### src/rtl/cs_dac_pkg.sv
// Shared types and constants for the segmented current-steering DAC driver.
package cs_dac_pkg;

  localparam int unsigned THERM_UNITS = 17;
  localparam int unsigned BIN_BITS    = 6;
  localparam int unsigned ICAL_W      = 5;
  localparam int unsigned CODE_W      = 11;
  localparam int unsigned TCNT_W      = CODE_W - BIN_BITS;
  localparam logic [CODE_W-1:0] CODE_MAX = 11'd1151;

  typedef enum logic [1:0] {
    OFF,
    WAKE,
    CAL,
    RUN
  } state_e;

  // One decoded sample: thermometer units plus redundant+binary bits.
  typedef struct packed {
    logic [THERM_UNITS-1:0] therm;
    logic [BIN_BITS:0]      bin;
  } dac_word_t;

  // Clamp a sample to the DAC full scale.
  function automatic logic [CODE_W-1:0] sat_code(input logic [CODE_W-1:0] c);
    return (c > CODE_MAX) ? CODE_MAX : c;
  endfunction

endpackage

### src/rtl/cs_dac_therm_dec.sv
// Count-to-thermometer decoder; counts above the unit count give all ones.
module cs_dac_therm_dec
  import cs_dac_pkg::*;
(
  input  logic [TCNT_W-1:0]      count_i,
  output logic [THERM_UNITS-1:0] therm_o
);

  // Unit k is on when the count exceeds k.
  always_comb begin
    therm_o = '0;
    for (int unsigned k = 0; k < THERM_UNITS; k++) begin
      therm_o[k] = (TCNT_W'(k) < count_i);
    end
  end

endmodule

### src/rtl/cs_dac_driver.sv
// Power-up sequencing, calibration sweep and sample decode for the DAC macro.
module cs_dac_driver
  import cs_dac_pkg::*;
#(
  parameter int unsigned WAKE_CYCLES = 64,
  parameter int unsigned CAL_STEPS   = 23,
  parameter int unsigned CAL_DWELL   = 8
) (
  input  logic                   clk,
  input  logic                   rst,
  input  logic                   enable,
  input  logic                   code_valid,
  input  logic [CODE_W-1:0]      code,
  output logic                   code_ready,
  input  logic                   red_en,
  input  logic                   cal_cmp,
  input  logic [1:0]             atb_sel,
  output logic                   pdb,
  output logic [1:0]             atb_ena,
  output logic [BIN_BITS:0]      datain,
  output logic [BIN_BITS:0]      datainb,
  output logic [THERM_UNITS-1:0] datatherm,
  output logic [THERM_UNITS-1:0] datathermb,
  output logic [ICAL_W-1:0]      dataical,
  output logic                   cal_done,
  output logic                   cal_fail
);

  localparam int unsigned CNT_W = 16;

  state_e              state_q, state_d;
  logic [CNT_W-1:0]    cnt_q, cnt_d;
  logic [ICAL_W-1:0]   ical_q, ical_d;
  logic                done_q, done_d;
  logic                fail_q, fail_d;
  logic                pdb_q, ready_q;
  logic [1:0]          atb_q;
  logic                sync1_q, sync2_q;
  logic                run_d, accept_c;

  logic [CODE_W-1:0]      code_s1_q;
  logic                   red_s1_q, vld_s1_q;
  dac_word_t              word_s2_q, word_c;
  logic                   vld_s2_q;
  logic [CODE_W-1:0]      sat_c;
  logic [THERM_UNITS-1:0] therm_c;
  logic [BIN_BITS:0]      datain_q, datainb_q;
  logic [THERM_UNITS-1:0] datatherm_q, datathermb_q;

  // State register.
  always_ff @(posedge clk or posedge rst) begin
    if (rst) state_q <= OFF;
    else     state_q <= state_d;
  end

  // Next state, dwell/wake counter and calibration result.
  always_comb begin
    state_d = state_q;
    cnt_d   = cnt_q;
    ical_d  = ical_q;
    done_d  = done_q;
    fail_d  = fail_q;
    case (state_q)
      OFF: begin
        if (enable) begin
          state_d = WAKE;
          cnt_d   = '0;
        end
      end
      WAKE: begin
        if (cnt_q == CNT_W'(WAKE_CYCLES)) begin
          state_d = CAL;
          cnt_d   = '0;
          ical_d  = '0;
        end else begin
          cnt_d = cnt_q + CNT_W'(1);
        end
      end
      CAL: begin
        if (cnt_q == CNT_W'(CAL_DWELL - 1)) begin
          cnt_d = '0;
          if (sync2_q) begin
            state_d = RUN;
            done_d  = 1'b1;
          end else if (ical_q == ICAL_W'(CAL_STEPS - 1)) begin
            state_d = RUN;
            done_d  = 1'b1;
            fail_d  = 1'b1;
          end else begin
            ical_d = ical_q + ICAL_W'(1);
          end
        end else begin
          cnt_d = cnt_q + CNT_W'(1);
        end
      end
      RUN: ;
      default: state_d = OFF;
    endcase
    if (!enable) begin
      state_d = OFF;
      cnt_d   = '0;
      ical_d  = '0;
      done_d  = 1'b0;
      fail_d  = 1'b0;
    end
  end

  assign run_d    = (state_d == RUN);
  assign accept_c = code_valid & ready_q;

  // Control registers; pdb lags the WAKE entry by one edge.
  always_ff @(posedge clk or posedge rst) begin
    if (rst) begin
      cnt_q   <= '0;
      ical_q  <= '0;
      done_q  <= 1'b0;
      fail_q  <= 1'b0;
      pdb_q   <= 1'b0;
      ready_q <= 1'b0;
      atb_q   <= '0;
    end else begin
      cnt_q   <= cnt_d;
      ical_q  <= ical_d;
      done_q  <= done_d;
      fail_q  <= fail_d;
      pdb_q   <= enable & (state_q != OFF);
      ready_q <= run_d;
      atb_q   <= (state_d == OFF) ? 2'b00 : atb_sel;
    end
  end

  // Two-flop synchronizer for the asynchronous comparator.
  always_ff @(posedge clk or posedge rst) begin
    if (rst) begin
      sync1_q <= 1'b0;
      sync2_q <= 1'b0;
    end else begin
      sync1_q <= cal_cmp;
      sync2_q <= sync1_q;
    end
  end

  assign sat_c = sat_code(code_s1_q);

  cs_dac_therm_dec u_therm_dec (
    .count_i (sat_c[CODE_W-1:BIN_BITS]),
    .therm_o (therm_c)
  );

  // Decoded word from the captured sample.
  always_comb begin
    word_c.therm = therm_c;
    word_c.bin   = {red_s1_q, sat_c[BIN_BITS-1:0]};
  end

  // Capture, decode and output stages; flushed whenever not running.
  always_ff @(posedge clk or posedge rst) begin
    if (rst) begin
      code_s1_q    <= '0;
      red_s1_q     <= 1'b0;
      vld_s1_q     <= 1'b0;
      word_s2_q    <= '0;
      vld_s2_q     <= 1'b0;
      datain_q     <= '0;
      datainb_q    <= '1;
      datatherm_q  <= '0;
      datathermb_q <= '1;
    end else if (!run_d) begin
      code_s1_q    <= '0;
      red_s1_q     <= 1'b0;
      vld_s1_q     <= 1'b0;
      word_s2_q    <= '0;
      vld_s2_q     <= 1'b0;
      datain_q     <= '0;
      datainb_q    <= '1;
      datatherm_q  <= '0;
      datathermb_q <= '1;
    end else begin
      vld_s1_q <= accept_c;
      if (accept_c) begin
        code_s1_q <= code;
        red_s1_q  <= red_en;
      end
      vld_s2_q <= vld_s1_q;
      if (vld_s1_q) word_s2_q <= word_c;
      if (vld_s2_q) begin
        datain_q     <= word_s2_q.bin;
        datainb_q    <= ~word_s2_q.bin;
        datatherm_q  <= word_s2_q.therm;
        datathermb_q <= ~word_s2_q.therm;
      end
    end
  end

  assign code_ready = ready_q;
  assign pdb        = pdb_q;
  assign atb_ena    = atb_q;
  assign datain     = datain_q;
  assign datainb    = datainb_q;
  assign datatherm  = datatherm_q;
  assign datathermb = datathermb_q;
  assign dataical   = ical_q;
  assign cal_done   = done_q;
  assign cal_fail   = fail_q;

endmodule

### config.mk
export PLATFORM = sky130hd
export DESIGN_NAME = cs_dac_driver
export DESIGN_NICKNAME = d
export VERILOG_FILES = /design/src/rtl/cs_dac_pkg.sv /design/src/rtl/cs_dac_therm_dec.sv /design/src/rtl/cs_dac_driver.sv
export SDC_FILE = /design/constraint.sdc
export NUM_CORES = 1
export LEC_CHECK = 0
export ABC_AREA = 1
export CORE_ASPECT_RATIO = 0.9
export CORE_MARGIN = 2
export CORE_UTILIZATION = 40
export DETAILED_ROUTE_END_ITERATION = 8
export PLACE_DENSITY = 0.68
export SYNTH_ARGS = -nofsm -noshare
export SYNTH_HDL_FRONTEND = slang
export SYNTH_SLANG_ARGS = --single-unit
### constraint.sdc
create_clock -name clk -period 3.97 [get_ports clk]
set_input_delay 0.397 -clock clk [delete_from_list [all_inputs] [get_ports clk]]
set_output_delay 0.397 -clock clk [all_outputs]
set_load 0.02 [all_outputs]
======== Word level (Yosys, flattened, before mapping) ========
Cells that the tools add are included.
operators by class
  reductions and logical operators ........ 6
  eq/ne operators ......................... 20
  order comparisons ....................... 18
  add/sub/neg operators ................... 2
  muxes and demuxes ....................... 43
  bitwise gates (word level) .............. 4
operator list
  kind                                                                         count
  17-bit two-way mux                                                           4
  16-bit two-way mux                                                           3
  24-bit two-way mux                                                           2
  16-bit case mux with 3 select lines                                          1
  4-bit by 5-bit less-than comparator with 1-bit output, first input constant  8
  11-bit two-way mux                                                           3
  7-bit two-way mux                                                            4
  5-bit two-way mux                                                            5
  3-bit by 5-bit less-than comparator with 1-bit output, first input constant  4
  17-bit inverter                                                              1
  16-bit by 1-bit adder with 16-bit output, second input constant              1
  16-bit by 3-bit == test with 1-bit output, second input constant             1
  16-bit by 7-bit == test with 1-bit output, second input constant             1
  1-bit two-way mux                                                            13
  2-bit two-way mux                                                            6
  2-bit by 1-bit inequality test with 1-bit output, second input constant      6
  3-bit inequality test, second input constant                                 4
  11-bit > comparator, second input constant                                   1
  1-bit by 5-bit less-than comparator with 1-bit output, first input constant  2
  2-bit by 5-bit less-than comparator with 1-bit output, first input constant  2
  5-bit case mux with 2 select lines                                           1
  7-bit inverter                                                               1
  3-bit by 1-bit inequality test with 1-bit output, second input constant      2
  2-bit case mux with 3 select lines                                           1
  other kinds (13)                                                             16
word-level totals
  word-level logic and storage cells ...... 113
  flip-flop bits (word level) ............. 117
  bits of input ports ..................... 19
  output and inout port bits .............. 59

======== Depth between registers and ports, before layout ========
  word-level depth ........................ 8
  gate-level depth with buffers ........... 14
  mapped depth without buffers ............ 13

======== Modules after synthesis ========
A second synthesis with hierarchy kept.
unflattened totals
  cell total of the unflattened synthesis .. 684
  area total of the unflattened synthesis .. 5,620.4 µm²
by module, submodules not included
  module            area an instance (µm²)  cells each  times used  seq. area each (µm²)
  cs_dac_driver     5,434.0                 648         1           2,957.8
  cs_dac_therm_dec  186.4                   36          1           0.0

======== Least setup slack after synthesis ========
No wires, ideal clock.
  path type ............................... register -> register
  from .................................... register ical_q[0], in the netlist dataical[0]
  to ...................................... register datain_q[6], in the netlist datain[6]
  path slack .............................. 2.064 ns
  library setup time ...................... 0.066 ns
  clock period less this slack ............ 1.906 ns
  arrival time ............................ 1.840 ns
  data required time ...................... 3.904 ns
  cell stages (with the launch flop) ...... 15
  buffers on the path ..................... 2
  cells stage by stage .................... dfrtp_1 inv_1 ha_1 nand2_1 inv_1 nand2_1 nand2_1 nand3_1 nand2_1 nand2_1 a21oi_2 buf_6 buf_4 nand4_1 nand2_1
between the ends
  longest elaborated chain between the ends .. 8
  elaborated cells on any way between the ends .. 9
  classes of those cells .................. eq/ne (3); mux (6)
RTL lines
  item                                                                                             line                  text
  start, declared                                                                                  cs_dac_driver.sv:33   logic [ICAL_W-1:0] ical_q, ical_d;
  start signal, assigned                                                                           cs_dac_driver.sv:123  ical_q <= ical_d;
  5-bit == test *                                                                                  cs_dac_driver.sv:85   end else if (ical_q == ICAL_W'(CAL_STEPS - 1)) begin
  2-bit two-way mux *                                                                              cs_dac_driver.sv:85
  2-bit two-way mux *                                                                              cs_dac_driver.sv:82   if (sync2_q) begin
  2-bit two-way mux *                                                                              cs_dac_driver.sv:80   if (cnt_q == CNT_W'(CAL_DWELL - 1)) begin
  2-bit case mux with 3 select lines *                                                             cs_dac_driver.sv:63   case (state_q)
  2-bit two-way mux *                                                                              cs_dac_driver.sv:99   if (!enable) begin
  2-bit == test *                                                                                  cs_dac_driver.sv:108  assign run_d = (state_d == RUN);
  2-bit by 1-bit inequality test with 1-bit output (no line) or 7-bit two-way mux (tied branches)  n/a
  end signal, assigned                                                                             cs_dac_driver.sv:187  datain_q <= word_s2_q.bin;
  end, declared                                                                                    cs_dac_driver.sv:47   logic [BIN_BITS:0] datain_q, datainb_q;
Mark *: on every way between the ends. The rest lies on a longest branch, timed or not.
A chain may end at the register's enable or synchronous reset.

======== Final worst setup path ========
  from .................................... register vld_s2_q
  to ...................................... register datathermb_q[1], in the netlist datathermb[1]
between the ends
  longest elaborated chain between the ends .. 1
RTL lines
  item                                                        line                  text
  start, declared                                             cs_dac_driver.sv:44   logic vld_s2_q;
  start signal, assigned                                      cs_dac_driver.sv:184  vld_s2_q <= vld_s1_q;
  2-bit by 1-bit inequality test with 1-bit output (no line)  n/a
  end signal, assigned                                        cs_dac_driver.sv:190  datathermb_q <= ~word_s2_q.therm;
  end, declared                                               cs_dac_driver.sv:48   logic [THERM_UNITS-1:0] datatherm_q, datathermb_q;
No other way between the ends.

==> reports/metrics.csv <==
stage,metric,value,unit
status,outcome,finished clean,
layout,mostFrequentLayoutCells,"155 x nand2_1, 147 x nand4_1, 93 x dfrtp_1, 77 x clkdlybuf4s50_1, 55 x inv_1",
setup_path,critPathKind,flop to flop,
layout,finalNonFillerCells,949,
cts,cts.sinks,117,
run,max_cap_violations,0,
timing,fmax,398,MHz
setup_path,crit_chain,inv_1 -> nand4_2 -> nand2_1 -> nand2_1,
pwr,powerDensity,397,nW/µm²
cts,cts_made_buffers,17,
layout,diodes,0,
timing,hold_violations,0,
synthesis,syn_nets,715,
pwr,switching_share,22.5,%
pwr,switching_power,653,µW
pwr,p_int,2.25,mW
cts,ctsResizeCount,0,
synthesis,yosysWarnings,0,
worst_hold_path,hold_path.class,flop to flop,
synthesis,synth_seq_cells,117,
timing,clock_skew,0.0142,ns
synthesis,ys_seq_area_share,50.4,%
global_routing,grt-ovfl-total,0,
placed_design,dp_hpwl,9420,µm
route,drtIter0Drc,469,
floorplan,io_pins,78,
timing,maxSlewViolCount,0,
cts,clock_latency,0.42,ns
synthesis,syn_area,5870,µm²
cts,cts.path.max_buffers,2,
route,firstDrtPassIters,5,
synthesis,ys.flop_type,dfrtp_1,
setup_path,crit_required,4.31,ns
global_routing,grt.total_usage,18.8,%
global_routing,grt_max_degree,151,
cts,htree_num_levels,4,
layout,drive_above_1_share,11.6,%
synthesis,postSynthCellCount,687,
timing,setup_tns,0,ns
layout,nets,771,
setup_path,arrival,2.85,ns
synthesis,synth_edf_count,0,
timing,rsz0062_at_grt,false,
timing,relSlewSlack,32.5,%
pwr,p_seq_share,41.5,%
floorplan,die_area,15700,µm²
pwr,irDropWorstVdd,0.000304,V
placed_design,io_buffers,77,
route,postRouteWirelength,14100,µm
cts,clk_pin_slew,0.05,ns
global_routing,antenna_found_initial,0,
setup_path,critPathLaunchType,flop,
timing,setup_viol,0,
setup_path,cp_slowest_stage_delay,0.90,ns
setup_path,cp_max_fo,34,
cts,ctsHoldBuffers,0,
layout,fillers,1329,
setup_path,path_delay_family,buffers and inverters,
setup_path,cp_common_cell,nand2_1,
floorplan,die_h,119,µm
cts,clock_tree.root_cell,clkbuf_16,
setup_path,rrSetupSlack,1.46,ns
pwr,p_comb_share,4.7,%
cts,cts_tree,built,
setup_path,worst_path_max_delay_cell,inv_1,
placed_design,dp_cells,917,
timing,tightest_slew,1.01,ns
cts,cts_setup_buffers,0,
floorplan,initial_core_util,41.4,%
pwr,leakagePower,3.43,nW
global_routing,grt_pass1_vias,4835,
route,wl_per_cell,14.9,µm
floorplan,die_x,132,µm
route,via_per_inst,5.51,
setup_path,path_buf_inv,1,
route,drc,0,
synthesis,async_reset_ff_share,100,%
synthesis,synth.distinct_cells,34,
layout,mostFrequentLayoutCell,nand2_1,
timing,post-route-min-period,2.51,ns
floorplan,core,14200,µm²
placed_design,gp_congestion,0.867,
global_routing,grt_pass1_wl,24100,µm
layout,syn2layout_area_growth,24.7,%
setup_path,end_kind,flop,
route,postRouteAntennaNets,0,
route,vias,5229,
synthesis,synth.avg_cell_area,8.54,µm²
floorplan,fp-row-count,41,
pwr,clock_power_share,53.8,%
timing,min_period_over_period,63.3,%
==> layout make-up <==
cell class / count / area, µm² / share of cell area (%)
Timing Repair Buffer: 87 / 858 / 11.7
Clock buffer: 22 / 494 / 6.75
Multi-Input combinational cell: 460 / 2420 / 33.0
Inverter: 60 / 228 / 3.11
Tap cell: 193 / 241 / 3.30
Clock inverter: 10 / 120 / 1.64
Sequential cell: 117 / 2960 / 40.4
==> synthesized netlist by cell type, types with 8 or more instances <==
library cell	instances	area, µm²
buf_2	17	85.1
buf_4	13	97.6
clkbuf_1	18	67.6
dfrtp_1	93	2330
dfstp_2	24	631
ha_1	9	113
inv_1	56	210
nand2_1	155	582
nand3_1	30	150
nand4_1	147	920
nor2_1	47	176
o21ai_0	16	80.1
o22ai_1	8	50.1
or2_2	10	62.6
xor2_1	8	70.1
==> worst register-to-register path, delay by kind of cell, from the launching register on <==
family | cells | cell delay [ns]
and+or+nand+nor | 3 | 0.83
buffers and inverters | 1 | 0.91
DFF | 1 | 0.70
==> per-stage QoR <==
| stage | power [mW] | instance area [µm²] | utilization, % | hold slack, ns | worst slack (ns) |
|---|---|---|---|---|---|
| final | 2.90 | 7320 | 51.7 | 0.347 | 1.46 |
| after global routing | 3.00 | 7320 | 51.7 | 0.375 | 1.23 |
| after CTS | 2.92 | 7320 | 51.7 | 0.366 | 1.46 |
| after detailed placement | 1.36 | 6700 | 47.3 | 0.346 | 1.25 |
| after global placement | 1.36 | 6700 | 47.3 | 0.338 | 1.32 |
| after floorplan | 1.32 | 5870 | - | 0.331 | 0.512 |
==> logic make-up (layout without fill, tap and decap cells) <==
logic type	after synthesis	count (layout)	synth area share, %
compound gates	42	42	4.46
xor+xnor	8	8	1.19
simple gates	401	401	33.5
fa+ha+maj	9	9	1.92
buf+inv	110	179	8.49
flops	117	117	50.4
==> power by group through the flow <==
stage	sequential, mW	combinational [mW]	clock [mW]
after floorplan	1.23	0.0900	0
after global placement	1.22	0.133	0
after detailed placement	1.22	0.137	0
after CTS	1.20	0.137	1.58
after global routing	1.20	0.152	1.65
final	1.20	0.136	1.56
==> metal layers <==
layer | vias to the layer above | track usage, % | part of all wire (%)
met2 | 197 | 27.5 | 45
met4 | 0 | 6.93 | 1.0
met1 | 2516 | 27.1 | 47
met5 | - | 0 | 0
met3 | 15 | 4.34 | 6.7
li1 | 2501 | - | -
==> sequential cells by signal (all words and copies together) (netlist names) <==
signal,cells
word_s2_q,24
datatherm,17
datathermb,17
cnt_q,16
code_s1_q,11
datain,7
datainb,7
dataical,5
atb_ena,2
state_q,2
cal_done,1
cal_fail,1
code_ready,1
pdb,1
red_s1_q,1
sync1_q,1
sync2_q,1
vld_s1_q,1
vld_s2_q,1
==> final timing paths <==
path,from,to,cells after the start
max,vld_s2_q$_DFF_PP0_,datathermb[1]$_DFFE_PP1P_,4
max in group asynchronous,rst,datathermb[1]$_DFFE_PP1P_,3
min in group asynchronous,rst,cnt_q[14]$_DFFE_PP0P_,2
max reg2reg,vld_s2_q$_DFF_PP0_,datathermb[1]$_DFFE_PP1P_,4
min,sync1_q$_DFF_PP0_,sync2_q$_DFF_PP0_,0
min reg2reg,sync1_q$_DFF_PP0_,sync2_q$_DFF_PP0_,0
Note: power is estimated with default switching activity, not from simulation.
